`src/rtl/buffer_mac_pkg.sv`:
```
// buffer_mac_pkg: shared definitions for buffer_mac_array.
//   - Default values for the array parameters.
//   - FSM state enum.
//   - quantise(): arithmetic right shift followed by reduction to data_w bits.
// Build option: define BUFFER_MAC_SAT_EN to make the reduction saturate;
// otherwise it wraps (keeps the low data_w bits).
package buffer_mac_pkg;

    localparam int unsigned DefaultDataW = 8;
    localparam int unsigned DefaultAddrW = 4;
    localparam int unsigned DefaultLanes = 4;
    localparam int unsigned DefaultAccW  = 24;
    localparam int unsigned DefaultLenW  = 8;

    // Working width of quantise(); wide enough for any sane ACC_W.
    localparam int unsigned QuantW = 64;

    typedef enum logic [1:0] {
        StIdle,
        StRun,
        StDrain,
        StDone
    } state_e;

    // Returns the reduced value sign-extended to QuantW; the caller keeps the
    // low data_w bits.
    function automatic logic signed [QuantW-1:0] quantise(
        input logic signed [QuantW-1:0] acc,
        input logic        [4:0]        shift,
        input int unsigned              data_w
    );
        logic signed [QuantW-1:0] shifted;
        logic signed [QuantW-1:0] res;
`ifdef BUFFER_MAC_SAT_EN
        logic signed [QuantW-1:0] hi;
        logic signed [QuantW-1:0] lo;
`endif
        shifted = acc >>> shift;
`ifdef BUFFER_MAC_SAT_EN
        hi = (64'sd1 <<< (data_w - 32'd1)) - 64'sd1;
        lo = -(64'sd1 <<< (data_w - 32'd1));
        if (shifted > hi) begin
            res = hi;
        end else if (shifted < lo) begin
            res = lo;
        end else begin
            res = shifted;
        end
`else
        // Wrap: keep the low data_w bits, re-sign-extended.
        res = (shifted <<< (QuantW - data_w)) >>> (QuantW - data_w);
`endif
        return res;
    endfunction

endpackage

```
`src/rtl/mac_lane.sv`:
```
// mac_lane: one multiply-accumulate channel of buffer_mac_array.
// Ports:
//   clk, reset     clock, asynchronous active-low reset
//   clear          synchronous accumulator clear (job start)
//   in_valid       weight/act pair valid (pipeline stage 1 output)
//   weight, act    signed DATA_W operands
//   acc_nxt        next-state accumulator value (value after this edge)
// Stage 2 registers the full-width product, stage 3 adds it to the accumulator.
module mac_lane #(
    parameter int unsigned DATA_W = 8,
    parameter int unsigned ACC_W  = 24
) (
    input  logic              clk,
    input  logic              reset,
    input  logic              clear,
    input  logic              in_valid,
    input  logic [DATA_W-1:0] weight,
    input  logic [DATA_W-1:0] act,
    output logic [ACC_W-1:0]  acc_nxt
);

    logic signed [2*DATA_W-1:0] w_ext;
    logic signed [2*DATA_W-1:0] a_ext;
    logic signed [2*DATA_W-1:0] prod_q;
    logic                       prod_valid_q;
    logic        [ACC_W-1:0]    acc_q;

    assign w_ext = (2*DATA_W)'($signed(weight));
    assign a_ext = (2*DATA_W)'($signed(act));

    always_ff @(posedge clk or negedge reset) begin
        if (!reset) begin
            prod_q       <= '0;
            prod_valid_q <= 1'b0;
        end else begin
            prod_valid_q <= in_valid;
            if (in_valid) begin
                prod_q <= w_ext * a_ext;
            end
        end
    end

    // Product is sign-extended to ACC_W; the add wraps modulo 2**ACC_W.
    always_comb begin
        acc_nxt = acc_q;
        if (clear) begin
            acc_nxt = '0;
        end else if (prod_valid_q) begin
            acc_nxt = acc_q + ACC_W'(prod_q);
        end
    end

    always_ff @(posedge clk or negedge reset) begin
        if (!reset) begin
            acc_q <= '0;
        end else begin
            acc_q <= acc_nxt;
        end
    end

endmodule

```
`src/rtl/buffer_mac_array.sv`:
```
// buffer_mac_array: weight buffer feeding LANES parallel MAC channels.
// Ports:
//   clk, reset                       clock, asynchronous active-low reset
//   wr_en, wr_addr, wr_data          weight-row write (accepted in any state)
//   start, cfg_len, cfg_shift        job start with beat count and output shift
//   in_valid, in_ready, in_act,
//   in_addr                          activation beats; in_addr selects weight row
//   out_valid, out_ready, out_data   quantised per-lane result
//   busy                             FSM not idle
// Build option: BUFFER_MAC_SAT_EN selects saturating output reduction
// (handled in buffer_mac_pkg::quantise), default is wrap.
module buffer_mac_array
    import buffer_mac_pkg::*;
#(
    parameter int unsigned DATA_W = DefaultDataW,
    parameter int unsigned ADDR_W = DefaultAddrW,
    parameter int unsigned LANES  = DefaultLanes,
    parameter int unsigned ACC_W  = DefaultAccW,
    parameter int unsigned LEN_W  = DefaultLenW
) (
    input  logic                    clk,
    input  logic                    reset,
    input  logic                    wr_en,
    input  logic [ADDR_W-1:0]       wr_addr,
    input  logic [LANES*DATA_W-1:0] wr_data,
    input  logic                    start,
    input  logic [LEN_W-1:0]        cfg_len,
    input  logic [4:0]              cfg_shift,
    input  logic                    in_valid,
    output logic                    in_ready,
    input  logic [LANES*DATA_W-1:0] in_act,
    input  logic [ADDR_W-1:0]       in_addr,
    output logic                    out_valid,
    input  logic                    out_ready,
    output logic [LANES*DATA_W-1:0] out_data,
    output logic                    busy
);

    localparam int unsigned DEPTH = 2**ADDR_W;
    localparam int unsigned ROW_W = LANES*DATA_W;

    state_e            state_q, state_d;
    logic [LEN_W-1:0]  cnt_q;
    logic [4:0]        shift_q;
    logic              drain_q;
    logic              clear;
    logic              accept;
    logic              load_out;

    logic [ROW_W-1:0]  mem_q [DEPTH];
    logic [ROW_W-1:0]  rd_row;
    logic [ROW_W-1:0]  w_q;
    logic [ROW_W-1:0]  a_q;
    logic              s1_valid_q;
    logic [ACC_W-1:0]  acc_nxt [LANES];
    logic [ROW_W-1:0]  out_d;
    logic [ROW_W-1:0]  out_q;

    assign accept   = in_valid && in_ready;
    // The last DRAIN cycle is also the final accumulate edge.
    assign load_out = (state_q == StDrain) && drain_q;
    assign out_data = out_q;

    // ---------------- control FSM ----------------
    always_comb begin
        state_d   = state_q;
        in_ready  = 1'b0;
        out_valid = 1'b0;
        busy      = 1'b1;
        clear     = 1'b0;
        unique case (state_q)
            StIdle: begin
                busy = 1'b0;
                if (start) begin
                    clear   = 1'b1;
                    state_d = StRun;
                end
            end
            StRun: begin
                in_ready = 1'b1;
                if (in_valid && (cnt_q == LEN_W'(1))) begin
                    state_d = StDrain;
                end
            end
            StDrain: begin
                if (drain_q) begin
                    state_d = StDone;
                end
            end
            StDone: begin
                out_valid = 1'b1;
                if (out_ready) begin
                    state_d = StIdle;
                end
            end
            default: state_d = StIdle;
        endcase
    end

    always_ff @(posedge clk or negedge reset) begin
        if (!reset) begin
            state_q <= StIdle;
            cnt_q   <= '0;
            shift_q <= '0;
            drain_q <= 1'b0;
        end else begin
            state_q <= state_d;
            drain_q <= (state_q == StDrain) && !drain_q;
            if (clear) begin
                cnt_q   <= (cfg_len == '0) ? LEN_W'(1) : cfg_len;
                shift_q <= cfg_shift;
            end else if (accept) begin
                cnt_q <= cnt_q - LEN_W'(1);
            end
        end
    end

    // ---------------- weight buffer ----------------
    always_ff @(posedge clk or negedge reset) begin
        if (!reset) begin
            for (int i = 0; i < int'(DEPTH); i++) begin
                mem_q[i] <= '0;
            end
        end else if (wr_en) begin
            mem_q[wr_addr] <= wr_data;
        end
    end

    // Write-first bypass for a same-cycle write to the row being read.
    assign rd_row = (wr_en && (wr_addr == in_addr)) ? wr_data : mem_q[in_addr];

    // ---------------- stage 1: operand registers ----------------
    always_ff @(posedge clk or negedge reset) begin
        if (!reset) begin
            s1_valid_q <= 1'b0;
            w_q        <= '0;
            a_q        <= '0;
        end else begin
            s1_valid_q <= accept;
            if (accept) begin
                w_q <= rd_row;
                a_q <= in_act;
            end
        end
    end

    // ---------------- stages 2/3: per-lane MAC ----------------
    for (genvar i = 0; i < int'(LANES); i++) begin : g_lane
        mac_lane #(
            .DATA_W (DATA_W),
            .ACC_W  (ACC_W)
        ) u_lane (
            .clk      (clk),
            .reset    (reset),
            .clear    (clear),
            .in_valid (s1_valid_q),
            .weight   (w_q[i*DATA_W +: DATA_W]),
            .act      (a_q[i*DATA_W +: DATA_W]),
            .acc_nxt  (acc_nxt[i])
        );
    end

    // ---------------- output quantisation ----------------
    always_comb begin
        out_d = '0;
        for (int i = 0; i < int'(LANES); i++) begin
            out_d[i*DATA_W +: DATA_W] =
                DATA_W'(quantise(QuantW'($signed(acc_nxt[i])), shift_q, DATA_W));
        end
    end

    // Result register holds its value after the handshake until the next job.
    always_ff @(posedge clk or negedge reset) begin
        if (!reset) begin
            out_q <= '0;
        end else if (load_out) begin
            out_q <= out_d;
        end
    end

endmodule

```
`config.mk`:
```
export PLATFORM = sky130hd
export DESIGN_NAME = buffer_mac_array
export DESIGN_NICKNAME = d
export VERILOG_FILES = /design/src/rtl/buffer_mac_pkg.sv /design/src/rtl/mac_lane.sv /design/src/rtl/buffer_mac_array.sv
export SDC_FILE = /design/constraint.sdc
export NUM_CORES = 2
export LEC_CHECK = 0
export CAP_MARGIN = 25
export CELL_PAD_IN_SITES_DETAIL_PLACEMENT = 0
export CELL_PAD_IN_SITES_GLOBAL_PLACEMENT = 2
export CORE_UTILIZATION = 43
export DETAILED_ROUTE_END_ITERATION = 10
export PLACE_DENSITY = 0.81
export SKIP_LAST_GASP = 1
export SLEW_MARGIN = 10
export SYNTH_ARGS = -nofsm -noshare
export SYNTH_HDL_FRONTEND = slang
export SYNTH_SLANG_ARGS = --single-unit
export TNS_END_PERCENT = 20
```
`constraint.sdc`:
```
create_clock -name clk -period 6.1 [get_ports clk]
set_clock_uncertainty 0.05 [all_clocks]
set_input_delay 1.83 -clock clk [delete_from_list [all_inputs] [get_ports clk]]
set_output_delay 1.83 -clock clk [all_outputs]
set_load 0.05 [all_outputs]
```
## After elaboration in Yosys (flattened, before gate mapping)

Index checks and enable logic that the tools add are counted.

- $add $sub $neg: 5
- Multiply operators: 4
- Shift-type cells: 4
- Equal/unequal tests: 9
- Multiplexer cells: 28
- Reduce and logical (&&, ||, !) cells: 11
- $lt $le $gt $ge: 3
- Bitwise operators: 2

Operators by type and width:

| operator | number |
|---|---|
| $bwmux W512 | 1 |
| $mux W24 | 8 |
| $bmux W32 S4 | 1 |
| $demux W32 S4 | 1 |
| $mux W32 | 4 |
| $add A24 B24 Y24 | 4 |
| $sshr A24 B5 Y8 | 4 |
| $mul A8 B8 Y16 | 4 |
| $mux W8 | 3 |
| $ge A5 B5 Y1 const B | 2 |
| $not A4 Y5 | 2 |
| $eq A8 B1 Y1 const B | 1 |
| $logic_not A8 Y1 | 1 |
| $mux W2 | 4 |
| $ne A2 B2 Y1 const B | 4 |
| $pmux W2 S4 | 1 |
| $sub A8 B1 Y8 const B | 1 |
| $logic_and A1 B1 Y1 | 6 |
| $lt A5 B1 Y1 const B | 1 |
| $mux W1 | 5 |
| $eq A2 B2 Y1 const B | 2 |
| $eq A4 B4 Y1 | 1 |
| $reduce_and A4 Y1 | 1 |
| $eq A2 B1 Y1 const B | 1 |
| other kinds (3) | 3 |

- Output and inout bits: 35
- Bits of input ports: 91
- Flip-flop bits (word level): 786
- Word-level logic and storage cells: 99

## Depth between registers and ports, before layout

- Depth after elaboration: 6
- Depth in mapped cells: 20
- Mapped depth without buffers: 20

## Cells and area by module

From an unflattened synthesis, not the netlist that was laid out.

- Cell total of the unflattened synthesis: 4,486
- Area total of the unflattened synthesis: 52,755.6 µm²

Modules (own cells, without submodules):

| module | times used | cells each | sequential area each (µm²) | area each (µm²) |
|---|---|---|---|---|
| buffer_mac_array | 1 | 2,180 | 15,640.0 | 31,681.6 |
| mac_lane (g_lane[1].u_lane ...) | 3 | 570 | 1,026.0 | 5,231.3 |
| mac_lane (g_lane[0].u_lane) | 1 | 596 | 1,026.0 | 5,380.2 |

## Least setup slack after synthesis

No wires, ideal clock.

- Path kind: flip-flop to flip-flop
- Start point: register w_q[31]
- End point: register g_lane[3].u_lane.prod_q[14]
- Slack: 1,503 ps
- Path buffers: 1
- Period minus slack after synthesis: 4,597 ps
- Stages on the path, launching flop included: 21
- Library setup time: 124 ps
- Required time: 5,926 ps
- Data arrival time: 4,423 ps
- Cells stage by stage: dfrtp_1 clkbuf_1 and2_1 fa_1 inv_1 fa_1 inv_1 fa_1 inv_1 fa_1 inv_1 ha_1 o21ai_0 a21boi_0 o21ai_0 nand2b_1 a21o_1 a21o_1 a21oi_1 mux2i_1 a211o_1

- Cells in the longest elaborated chain, start to end: 1

RTL lines:

| element | RTL line | text |
|---|---|---|
| start: declaration | buffer_mac_array.sv:52 | `logic [ROW_W-1:0] w_q;` |
| start signal: assignment | buffer_mac_array.sv:141 | `w_q <= rd_row;` |
| $mul A8 B8 Y16 | mac_lane.sv:38 | `prod_q <= w_ext * a_ext;` |
| end signal: assignment | mac_lane.sv:38 |  |
| end: declaration | mac_lane.sv:24 | `logic signed [2*DATA_W-1:0] prod_q;` |

No other way between the ends.
A chain may end at the register's enable or synchronous reset.

## Final worst setup path

- Start point: register w_q[27]
- End point: register g_lane[3].u_lane.prod_q[15]

Same word-level chain as after synthesis.

==> metrics.md <==
| Metric | Value |
|---|---|
| Total iterations of the first detailed-routing run | `6` |
| Predominant post-synthesis flop cell | `dfrtp_1` |
| Placer congestion estimate | `0.895` |
| First-pass GRT wire length | `241000 microns` |
| Total overflow reported by the global router | `0` |
| Count of state elements after synthesis | `786` |
| Number of antenna violations at the first check in global routing | `5` |
| Distinct cell type count after synthesis | `93` |
| Post-route design area | `59900 sq um` |
| Kind of launch point of the worst setup path | `flop` |
| Die Wd | `355 microns` |
| Core region area | `123000 sq um` |
| Highest clock rate | `0.203 GHz` |
| Gr usage total | `0.245` |
| Worst-Skew Late Latency | `0.70 ns` |
| Inst Count DP | `6439` |
| Signal arrival time at the worst endpoint | `5.36 ns` |
| Post-synthesis sequential area ratio | `0.368` |
| Filler Cells Inserted | `11300` |
| CTS Buf Count | `90` |
| Depth of the CTS H-tree | `3` |
| Final cycle utilization of the critical path | `0.807` |
| Total I/O pin count | `126` |
| Crit Reg-Reg Endpoint | `g_lane[3].u_lane.prod_q[15]$_DFFE_PN0P_` |
| Number of global-route vias before repair | `39800` |
| Post-synthesis instance area | `53500 sq um` |
| Setup violators final | `0` |
| Starting Density | `0.433` |
| Timing startpoint of the critical path | `w_q[27]$_DFFE_PN0P_` |
| Worst hold margin | `0.448 ns` |
| First-iteration detailed-routing DRC count | `2737` |
| Setup bufs post-CTS | `0` |
| Worst-case headroom to the max-slew limit | `0.227` |
| Root buffer cell | `clkbuf_16` |
| Largest net degree at the start of global routing | `145` |
| Clock tree from TritonCTS | `yes` |
| RSZ-0062 raised after global routing | `false` |
| Clk pin slew, worst setup/hold paths | `0.06 ns` |
| Yosys warns | `0` |
| R2r worst-path depth | `19` |
| Final HPWL DP | `105000 microns` |
| Post-synthesis average cell area | `11.0 sq um` |
| Share of cells above drive strength 1 | `0.218` |
| Worst setup path class | `reg2reg` |
| Syn nets | `5406` |
| Final count of hold timing violations | `0` |
| Count of clock tree sinks | `786` |
| Synth async-reset ratio | `1.00` |
| Final-report max-slew violation count | `0` |
| Setup TNS | `0 ns` |
| Gates resized, CTS repair | `0` |
| Final critical-path required period | `4.92 ns` |
| Vias post-DR | `38400` |
| CTS Hold Bufs | `0` |
| Worst setup path endpoint | `g_lane[3].u_lane.prod_q[15]$_DFFE_PN0P_` |
| # DRC | `0` |
| Worst hold path type | `reg2reg` |
| R2R Path Start | `w_q[27]$_DFFE_PN0P_` |
| Worst setup EP type | `flop` |
| Placement Rows | `129` |
| Placed inst area | `56600 sq um` |
| Die Y-Extent | `355 microns` |
| Worst reg-to-reg setup slack | `1.18 ns` |
| Die outline area | `126000 sq um` |
| Number of enable flip-flop cells after synthesis | `0` |
| Reg area | `19700 sq um` |
| Crit path required time | `6.54 ns` |
| CP max FO | `9` |
| Area delta synth->final | `12.0%` |
| Clock Path Buffers | `3` |
| Number of buffers added on ports | `125` |
| Result of the run | `finished clean` |
| Antenna-violating nets left | `0` |
| Final instance count without filler cells | `6609` |
| Max-cap violations | `0` |
| Number of instances in the synthesized netlist | `4876` |
| Net count, final | `5426` |
| Area occupied by multi-input gates | `31500 sq um` |
| Mean routed wirelength per cell | `23.1 microns` |
| Vias/cell | `5.81` |
| Actual transition at the worst max-transition pin | `1.16 ns` |
| Total detailed-routing wirelength | `153000 microns` |
## layout make-up
| type | count | share of cell area |
|---|---|---|
| Clock buffer | 127 | 0.0436 |
| Sequential cell | 786 | 0.329 |
| Antenna cell | 1 | 0.0000418 |
| Multi-Input combinational cell | 3429 | 0.525 |
| Tap cell | 1637 | 0.0342 |
| Timing Repair Buffer | 213 | 0.0343 |
| Inverter | 376 | 0.0236 |
| Clock inverter | 40 | 0.0104 |
## per-layer routing
layer / track usage / wire length (microns)
met5: 0 / 0
met4: 0.0637 / 3980
met3: 0.0350 / 7060
met2: 0.398 / 71800
met1: 0.344 / 70100
## state kept, by name, summed over array words and instances (netlist names), 2 cells and up
register / count
shift_q: 5
g_lane.u_lane.acc_q: 96
state_q: 2
cnt_q: 8
g_lane.u_lane.prod_q: 64
a_q: 32
mem_q: 512
w_q: 32
out_data: 32
## kinds of logic (layout without fill, tap and decap cells)
logic type | after synthesis | after routing | synth area share
simple gates | 1117 | 1117 | 0.103
compound gates | 880 | 880 | 0.111
mux | 883 | 883 | 0.219
flops | 786 | 786 | 0.368
other cells | 0 | 1 | 0
fa+ha+maj | 439 | 439 | 0.134
xor+xnor | 110 | 110 | 0.0180
buf+inv | 661 | 756 | 0.0467
## stage by stage
| step | utilization | worst slack [ns] |
|---|---|---|
| 2_1_floorplan | - | 1.50 |
| 3_3_place_gp | 0.458 | 0.645 |
| 3_5_place_dp | 0.459 | 0.644 |
| 4_1_cts | 0.485 | 1.16 |
| 5_1_grt | 0.485 | 0.866 |
| 6_report | 0.485 | 1.18 |
## worst min path at each step
stage	start	to	slack (ns)	cells after the start
2_1_floorplan	s1_valid_q$_DFF_PN0_	g_lane[3].u_lane.prod_valid_q$_DFF_PN0_	0.30	0
5_1_grt	mem_q[175]$_DFFE_PN0P_	mem_q[175]$_DFFE_PN0P_	0.46	1
3_5_place_dp	drain_q$_DFF_PN0_	drain_q$_DFF_PN0_	0.43	1
6_report	g_lane[0].u_lane.prod_q[8]$_DFFE_PN0P_	g_lane[0].u_lane.prod_q[8]$_DFFE_PN0P_	0.45	2
4_1_cts	drain_q$_DFF_PN0_	drain_q$_DFF_PN0_	0.44	1
3_3_place_gp	g_lane[1].u_lane.prod_q[5]$_DFFE_PN0P_	g_lane[1].u_lane.prod_q[5]$_DFFE_PN0P_	0.42	2
## Yosys cell counts (37+ instances only)
master	number	area (sq um)
buf_1	53	199
clkbuf_1	220	826
o21ai_0	178	891
nand2_1	320	1200
ha_1	215	2690
inv_1	372	1400
mux4_2	171	3850
nor3_1	68	340
dfrtp_1	786	19700
xnor2_1	74	648
mux2i_1	103	1030
and2_1	192	1200
mux2_2	608	6850
fa_1	224	4480
o211ai_1	37	278
nor2_1	238	893
nand3_1	79	395
a211oi_1	71	533
a21oi_1	184	921
a21o_1	52	390
## critical path, cell delays in order (launching register included)
cell      delay (ns)
dfrtp_1         0.52
and2_1          0.25
fa_1            0.48
inv_1           0.06
fa_1            0.52
inv_1           0.05
fa_1            0.47
inv_1           0.05
fa_1            0.47
inv_1           0.04
ha_1            0.31
inv_1           0.06
o21ai_0         0.08
a21oi_1         0.24
o21bai_1        0.13
a211oi_1        0.37
o21bai_1        0.11
a21oi_1         0.18
xnor2_1         0.19
a21oi_1         0.10
## cells in the final DEF (no fill, tap or decap), drive strengths merged, types with 12 or more instances in the layout
cell	synthesis	final
inv	376	380
nand3	79	79
buf	65	91
o21bai	12	12
dfrtp	786	786
a211oi	72	72
xnor2	74	74
nand2	320	320
a22oi	16	16
nor3	69	69
a21oi	187	187
o211ai	37	37
and2	193	193
fa	224	224
a221oi	19	19
ha	215	215
o22ai	18	18
a22o	14	14
a211o	18	18
o31ai	22	22
o21ai	202	202
or3	22	22
nand2b	26	26
and3	27	27
a21o	52	52
nor2b	34	34
a31oi	34	34
clkinv	0	20
clkbuf	220	129
nor4	24	24
mux4	171	171
clkdlybuf4s50	0	120
o21a	21	21
nand3b	12	12
xor2	36	36
mux2	608	608
nor2	238	238
mux2i	104	104
nand4	30	30
Power is left out: the tool's default activity adds up to more than one toggle a clock period on the data nets, which glitch-free logic cannot reach.
